<file path="src/rtl/fmul_share_pkg.sv">
// Shared types and helpers for the fmul_share_sched multiplier scheduler.
package fmul_share_pkg;

   localparam int unsigned FP_W = 32;

   typedef enum logic [1:0] {
      Idle,
      Busy,
      Done
   } slot_state_t;

   function automatic int unsigned tag_w(input int unsigned n);
      return (n > 1) ? $clog2(n) : 1;
   endfunction

endpackage

</file>
<file path="src/rtl/rr_arbiter.sv">
// Combinational round-robin pick: first eligible index at or after ptr_i, cyclic.
module rr_arbiter #(
   parameter int unsigned NREQ = 2,
   parameter int unsigned TW   = 1
) (
   input  logic [NREQ-1:0] elig_i,
   input  logic [TW-1:0]   ptr_i,
   output logic            gnt_vld_o,
   output logic [TW-1:0]   gnt_idx_o
);

   logic [TW-1:0] cand;

   // Walk from the farthest candidate back to ptr_i so the nearest eligible one wins.
   always_comb begin
      gnt_vld_o = 1'b0;
      gnt_idx_o = '0;
      cand      = '0;
      for (int k = int'(NREQ) - 1; k >= 0; k--) begin
         cand = TW'((int'(ptr_i) + k) % int'(NREQ));
         if (elig_i[cand]) begin
            gnt_vld_o = 1'b1;
            gnt_idx_o = cand;
         end
      end
   end

endmodule

</file>
<file path="src/rtl/fmul_share_sched.sv">
// Round-robin scheduler sharing one external FP32 multiplier among NREQ requesters.
// Optional FMUL_SHARE_STATS_EN adds grant and conflict counters.
module fmul_share_sched
   import fmul_share_pkg::*;
#(
   parameter int unsigned NREQ       = 2,
   parameter int unsigned PIPE_DEPTH = 2
) (
   input  logic                 clk,
   input  logic                 rstn,
   input  logic [NREQ-1:0]      req_valid,
   output logic [NREQ-1:0]      req_ready,
   input  logic [NREQ*FP_W-1:0] req_x1,
   input  logic [NREQ*FP_W-1:0] req_x2,
   output logic [NREQ-1:0]      res_valid,
   input  logic [NREQ-1:0]      res_ready,
   output logic [NREQ*FP_W-1:0] res_y,
   output logic [FP_W-1:0]      fmul_x1,
   output logic [FP_W-1:0]      fmul_x2,
   input  logic [FP_W-1:0]      fmul_y
`ifdef FMUL_SHARE_STATS_EN
   ,
   output logic [31:0]          stat_issue,
   output logic [31:0]          stat_conflict
`endif
);

   localparam int unsigned TW = tag_w(NREQ);

   slot_state_t     slot_q [NREQ];
   slot_state_t     slot_d [NREQ];
   logic [NREQ-1:0] elig;
   logic            gnt_vld;
   logic [TW-1:0]   gnt_idx;
   logic [TW-1:0]   rr_ptr_q, rr_ptr_d;
   logic [FP_W-1:0] x1_arr [NREQ];
   logic [FP_W-1:0] x2_arr [NREQ];
   logic [FP_W-1:0] x1_q, x2_q;
   logic [PIPE_DEPTH-1:0] vld_q;
   logic [TW-1:0]   tag_q [PIPE_DEPTH];
   logic            wb_vld;
   logic [TW-1:0]   wb_tag;
   logic [FP_W-1:0] wb_y;
   logic [FP_W-1:0] res_y_q [NREQ];

   for (genvar g = 0; g < NREQ; g++) begin : g_lane
      assign x1_arr[g]                = req_x1[g*FP_W +: FP_W];
      assign x2_arr[g]                = req_x2[g*FP_W +: FP_W];
      assign res_y[g*FP_W +: FP_W]    = res_y_q[g];
      assign res_valid[g]             = (slot_q[g] == Done);
   end

   // Reset also masks eligibility so req_ready reads 0 while rstn is low.
   always_comb begin
      elig = '0;
      for (int i = 0; i < int'(NREQ); i++) begin
         elig[i] = rstn && req_valid[i] && (slot_q[i] == Idle);
      end
   end

   rr_arbiter #(
      .NREQ (NREQ),
      .TW   (TW)
   ) u_arb (
      .elig_i    (elig),
      .ptr_i     (rr_ptr_q),
      .gnt_vld_o (gnt_vld),
      .gnt_idx_o (gnt_idx)
   );

   always_comb begin
      req_ready = '0;
      if (gnt_vld) begin
         req_ready[gnt_idx] = 1'b1;
      end
      rr_ptr_d = gnt_vld ? TW'((int'(gnt_idx) + 1) % int'(NREQ)) : rr_ptr_q;
   end

   assign fmul_x1 = x1_q;
   assign fmul_x2 = x2_q;
   assign wb_vld  = vld_q[PIPE_DEPTH-1];
   assign wb_tag  = tag_q[PIPE_DEPTH-1];

   always_ff @(posedge clk or negedge rstn) begin
      if (!rstn) begin
         rr_ptr_q <= '0;
         x1_q     <= '0;
         x2_q     <= '0;
         vld_q    <= '0;
         for (int k = 0; k < int'(PIPE_DEPTH); k++) begin
            tag_q[k] <= '0;
         end
      end else begin
         rr_ptr_q <= rr_ptr_d;
         if (gnt_vld) begin
            x1_q <= x1_arr[gnt_idx];
            x2_q <= x2_arr[gnt_idx];
         end
         vld_q[0] <= gnt_vld;
         tag_q[0] <= gnt_idx;
         for (int k = 1; k < int'(PIPE_DEPTH); k++) begin
            vld_q[k] <= vld_q[k-1];
            tag_q[k] <= tag_q[k-1];
         end
      end
   end

   // The result buffer is the last fmul_y stage, so only PIPE_DEPTH-1 data registers precede it.
   if (PIPE_DEPTH > 1) begin : g_dpipe
      logic [FP_W-1:0] dat_q [PIPE_DEPTH-1];
      always_ff @(posedge clk or negedge rstn) begin
         if (!rstn) begin
            for (int k = 0; k < int'(PIPE_DEPTH) - 1; k++) begin
               dat_q[k] <= '0;
            end
         end else begin
            dat_q[0] <= fmul_y;
            for (int k = 1; k < int'(PIPE_DEPTH) - 1; k++) begin
               dat_q[k] <= dat_q[k-1];
            end
         end
      end
      assign wb_y = dat_q[PIPE_DEPTH-2];
   end else begin : g_dnopipe
      assign wb_y = fmul_y;
   end

   always_comb begin
      for (int i = 0; i < int'(NREQ); i++) begin
         slot_d[i] = slot_q[i];
         unique case (slot_q[i])
            Idle: if (gnt_vld && gnt_idx == TW'(i)) slot_d[i] = Busy;
            Busy: if (wb_vld && wb_tag == TW'(i)) slot_d[i] = Done;
            Done: if (res_ready[i]) slot_d[i] = Idle;
            default: slot_d[i] = Idle;
         endcase
      end
   end

   always_ff @(posedge clk or negedge rstn) begin
      if (!rstn) begin
         for (int i = 0; i < int'(NREQ); i++) begin
            slot_q[i]  <= Idle;
            res_y_q[i] <= '0;
         end
      end else begin
         for (int i = 0; i < int'(NREQ); i++) begin
            slot_q[i] <= slot_d[i];
            if (wb_vld && wb_tag == TW'(i)) begin
               res_y_q[i] <= wb_y;
            end
         end
      end
   end

`ifdef FMUL_SHARE_STATS_EN
   logic [31:0] issue_q, conflict_q;

   always_ff @(posedge clk or negedge rstn) begin
      if (!rstn) begin
         issue_q    <= '0;
         conflict_q <= '0;
      end else begin
         issue_q    <= issue_q + {31'b0, gnt_vld};
         conflict_q <= conflict_q + {31'b0, ($countones(elig) > 1)};
      end
   end

   assign stat_issue    = issue_q;
   assign stat_conflict = conflict_q;
`endif

endmodule

</file>
<file path="config.mk">
export PLATFORM = sky130hd
export DESIGN_NAME = fmul_share_sched
export DESIGN_NICKNAME = d
export VERILOG_FILES = /design/src/rtl/fmul_share_pkg.sv /design/src/rtl/rr_arbiter.sv /design/src/rtl/fmul_share_sched.sv
export SDC_FILE = /design/constraint.sdc
export NUM_CORES = 1
export LEC_CHECK = 0
export CAP_MARGIN = 20
export CORE_MARGIN = 4
export CORE_UTILIZATION = 45
export CTS_CLUSTER_SIZE = 12
export DETAILED_ROUTE_END_ITERATION = 8
export GPL_ROUTABILITY_DRIVEN = 0
export HOLD_SLACK_MARGIN = 0.12
export PLACE_DENSITY = 0.95
export SETUP_SLACK_MARGIN = 0.15
export SYNTH_ARGS = -nofsm -noshare
export SYNTH_HDL_FRONTEND = slang
export SYNTH_SLANG_ARGS = --single-unit
</file>
<file path="constraint.sdc">
create_clock -name clk -period 2.3 [get_ports clk]
set_input_delay 0.23 -clock clk [delete_from_list [all_inputs] [get_ports clk]]
set_output_delay 0.23 -clock clk [all_outputs]
set_load 0.02 [all_outputs]
</file>
-- Word level (Yosys, flattened, before mapping)
Index checks and enable logic that the tools add are counted.
Widths: inputs -> output; s select.
- add/sub/neg operators: 2
- $lt $le $gt $ge: 5
- equal/unequal tests: 10
- mux-type cells: 25
- bitwise operators: 3
- reduce and logical (&&, ||, !) cells: 13
- operator list (kind ; count):
    $mux 32 ; 6
    $mux 2 ; 7
    $pmux 2 s3 ; 2
    $logic_and 1x1->1 ; 9
    $mux 1 ; 9
    $ne 2x1->1 const B ; 4
    $lt 1x2->1 const B ; 3
    $reduce_and 3->1 ; 2
    $eq 2x1->1 const B ; 2
    $eq 2x2->1 const B ; 2
    $logic_not 2->1 ; 2
    $ne 2x2->1 const B ; 2
    $add 1x1->1 const B ; 2
    $ge 2x2->1 const B ; 1
    $not 1->1 ; 2
    $not 1->2 ; 1
    $demux 1 s1 ; 1
    $ge 1x1->1 const B ; 1
- bits in registers: 169
- input bits: 166
- output and inout port bits: 132

-- Longest topological paths before layout
- depth after elaboration: 11
- depth in mapped cells: 5
- gate-level depth less buffers: 3

-- Modules after synthesis
A second synthesis with hierarchy kept.
- cell total of the unflattened synthesis: 481
- area, all modules: 6656.4 um^2
- by module, submodules not included (module ; times used ; cells an instance ; area an instance (um^2) ; sequential area each (um^2)):
    fmul_share_sched ; 1 ; 478 ; 6638.9 ; 4229.1
    rr_arbiter ; 1 ; 3 ; 17.5 ; 0.0

-- Least setup slack after synthesis
Ideal clock, no wire load.
- kind: register to output
- start point: register slot_q[3] (netlist bit)
- end point: output req_ready[1]
- arrival time: 1384 ps
- required time: 2070 ps
- slack: 686 ps
- stages on the path, launching flop included: 6
- buffers on the path: 2
- cell sequence: dfrtp_1 -> or4b_4 -> buf_6 -> buf_6 -> nand2_1 -> inv_1
- cells in the longest elaborated chain, start to end: 11
- elaborated cells between the ends (all ways): 16
- classes of those cells: 2 x order compare; 11 x mux; 3 x reduce/logical
- ends and longest elaborated chain (element ; line ; text):
    from (decl) ; fmul_share_sched.sv:30 ; slot_state_t slot_q [NREQ];
    from (signal, indexed assignment) ; fmul_share_sched.sv:143 ; slot_q[i] <= Idle;
    from (signal, indexed assignment) ; fmul_share_sched.sv:148 ; slot_q[i] <= slot_d[i];
    $logic_not 2->1 (*) ; fmul_share_sched.sv:57 ; elig[i] = rstn && req_valid[i] && (slot_q[i] == Idle);
    $logic_and 1x1->1 (*) ; fmul_share_sched.sv:57 ;
    $mux 1 (implied by the code) (2 in series) ; rr_arbiter.sv:21 ; if (elig_i[cand]) begin
    $mux 1 (2 in series) ; rr_arbiter.sv:21 ;
    $lt 1x2->1 (implied by the code) / $ge 1x1->1 (equally long branches) ; fmul_share_sched.sv:74 ; req_ready[gnt_idx] = 1'b1;
    $logic_and 1x1->1 (implied by the code) ; fmul_share_sched.sv:74 ;
    $mux 1 (implied by the code) ; fmul_share_sched.sv:74 ;
    $demux 1 s1 ; fmul_share_sched.sv:74 ;
    $mux 2 (*) ; fmul_share_sched.sv:73 ; if (gnt_vld) begin
    to (decl) ; fmul_share_sched.sv:12 ; output logic [NREQ-1:0] req_ready,
Mark *: on every way between the ends. The rest lies on a longest branch, timed or not. The select of a mux whose other input is x is not followed.

-- Worst setup path after layout
- start point: register slot_q[2] (netlist bit)
- end point: output req_ready[1]
The elaborated chain is that of the path after synthesis.

==> run summary <==
period utilization: 90.6%
min cycle time layout: 2.08 ns
top cell type's share of synthesized area: 65.0%
antenna violations before repair: 0
vias per cell: 5.47
CP endpoint kind: output port
CTS tree: done
area delta synth->final: 57.6%
drt first pass iters: 6
CP Class: reg -> out
Detail Route Antenna Nets: 0
Clk pin slew, worst setup/hold paths: 0.07 ns
Post-Syn Area: 0.00651 mm^2
commonest cells after routing, fill and taps aside: 294 x clkdlybuf4s50_1, 169 x dfrtp_1, 65 x nand3b_1
worst reg2reg startpoint: slot_q[2]
status: finished, final reports clean
register-to-register setup slack: 0.43 ns
reg2reg path depth: 4
initial core utilization: 46.3%
worst r2r dst: fmul_x1[3]
final setup fails: 0
DR vias: 4958
RSZ-0062 raised after global routing: yes
CTS Sinks: 169
Core Footprint: 0.0140 mm^2
port buffer count: 297
Pins Over Slew Limit: 0
setup TNS: 0 ns
overall routed net length: 19400 um
# IOs: 298
NumNets Final: 881
Hold Fails Final Rpt: 0
fmax: 480 MHz
Max-Cap Viols: 0
Power Total: 13.9 mW
Place WS: 0.150 ns
HPWL Detailed: 13800 um
Synth Warn #: 0
GRT Overall Usage: 23.7%
DRC: 0
wire per inst: 21.4 um
share of layout cells above drive strength 1: 22.1%
row count: 43
Worst Path Required: 2.07 ns
# H-tree levels: 4
Static Leak: 4.10 nW
Yosys top cell by area: dfrtp_1
die width: 128 um
Post-Syn Nets: 589
clock skew: 0.0153 ns
number of fillers in the final layout: 842
P per Cell Area: 1350 mW/mm^2
vias in the first global route: 5611
Hold Path Class: in -> async
Syn Inst Count: 423
Cell variety after synth: 20
Multi-input gate area: 0.00209 mm^2
CP arrival: 1.85 ns
Area contributors post-synth: dfrtp_1 65%, mux2_2 11%, o221a_2 8.5%
area of the die: 0.0164 mm^2
worst slew pin tran: 0.852 ns
Clock Latency Late Sink: 0.42 ns
Ant. Diodes: 0
Synth Area per Inst: 15.4 um^2
clk root buf: clkbuf_16
TritonCTS buffer count: 17
Sequential Area: 0.00423 mm^2
Max VDD drop: 0.739 mV
largest net degree at the start of global routing: 167
max-slew headroom at the worst pin: 43.2%
die height: 128 um
FF+latch count, synth: 169
sequential area share after synthesis: 65.0%
maximum fanout along the worst path: 5
Initial DRC Count: 450
crit path launch type: flop
global-route wire length before repair: 30200 um
Clock Tree Buf Depth: 2
global route total overflow: 0
most common cell after layout, fill and taps aside: clkdlybuf4s50_1
Final Worst Setup Slack: 0.216 ns
-- cells in the mapped netlist, drive strengths merged --
| cell type | count |
|---|---|
| nor2b | 3 |
| dfrtp | 169 |
| or4b | 1 |
| clkbuf | 10 |
| buf | 25 |
| nand2b | 3 |
| nand2 | 6 |
| nand3b | 65 |
| nand3 | 1 |
| nand4bb | 2 |
| nor2 | 1 |
| and4bb | 1 |
| a31o | 1 |
| o221a | 64 |
| o21ai | 4 |
| inv | 3 |
| mux2 | 64 |
-- what timing repair did --
item	CTS	global route
hold buffers	1	0
gates resized for setup	2	2
setup buffers	0	1
endpoints found under the setup margin	2	2
pin swaps	0	0
gates cloned	0	0
endpoints found under the hold margin	169	0
-- worst max-delay path: stages (launching register included) --
cell and delay, ns:
dfrtp_1 0.43, or4b_4 0.54, nand2_2 0.11, inv_1 0.04, dlygate4sd2_1 0.31
-- per-layer routing --
| metal | GRT usage, % | up-vias | part of all wire (%) |
|---|---|---|---|
| met5 | 0 | - | 0 |
| met2 | 41.2 | 241 | 52 |
| met4 | 9.49 | 0 | 3.3 |
| li1 | - | 2183 | - |
| met3 | 8.08 | 49 | 8.1 |
| met1 | 26.8 | 2485 | 37 |
-- power breakdown --
group,total (mW),switching [mW],internal (mW)
sequential,4.84,0.725,4.12
clock,2.95,1.21,1.75
combinational,6.06,2.83,3.23
-- worst max-delay path by stage --
stage,startpoint,endpoint,slack [ns],depth (start not counted)
5_1_grt,slot_q[2],req_ready[1],0.15,4
2_1_floorplan,slot_q[3],req_ready[1],0.69,5
3_5_place_dp,req_valid[0],req_ready[1],0.15,5
6_report,slot_q[2],req_ready[1],0.22,4
4_1_cts,slot_q[3],req_ready[1],0.15,4
3_3_place_gp,req_valid[0],req_ready[1],0.18,5
-- flip-flops by register name, indices dropped and copies added (netlist names) --
register / flops
rr_ptr_q: 1
fmul_x1: 32
vld_q: 2
res_y: 64
g_dpipe.dat_q: 32
slot_q: 4
wb_tag: 1
fmul_x2: 32
tag_q: 1
-- final cells by class --
| type | count | share of cell area [%] |
|---|---|---|
| Timing Repair Buffer | 308 | 30.2 |
| Tap cell | 180 | 2.20 |
| Clock buffer | 18 | 4.28 |
| Inverter | 3 | 0.110 |
| Sequential cell | 169 | 41.2 |
| Clock inverter | 13 | 1.65 |
| Multi-Input combinational cell | 216 | 20.4 |
-- cell families after synthesis --
kind of cell,synth area share (%)
buffers and inverters,3.11
DFF,65.0
AOI/OAI and AO/OA,11.5
and+or+nand+nor,9.31
muxes,11.1
-- per-stage QoR --
step	hold slack, ns	util, %	std cells	cell area (um^2)
finish	0.199	73.0	907	10300
global route	0.173	73.0	907	10300
CTS	0.175	73.0	906	10200
detailed placement	0.0328	68.6	874	9630
global placement	0.0290	68.6	874	9630
floorplan	-0.0656	-	423	6510
No activity file was read; power rests on OpenSTA's default activity.
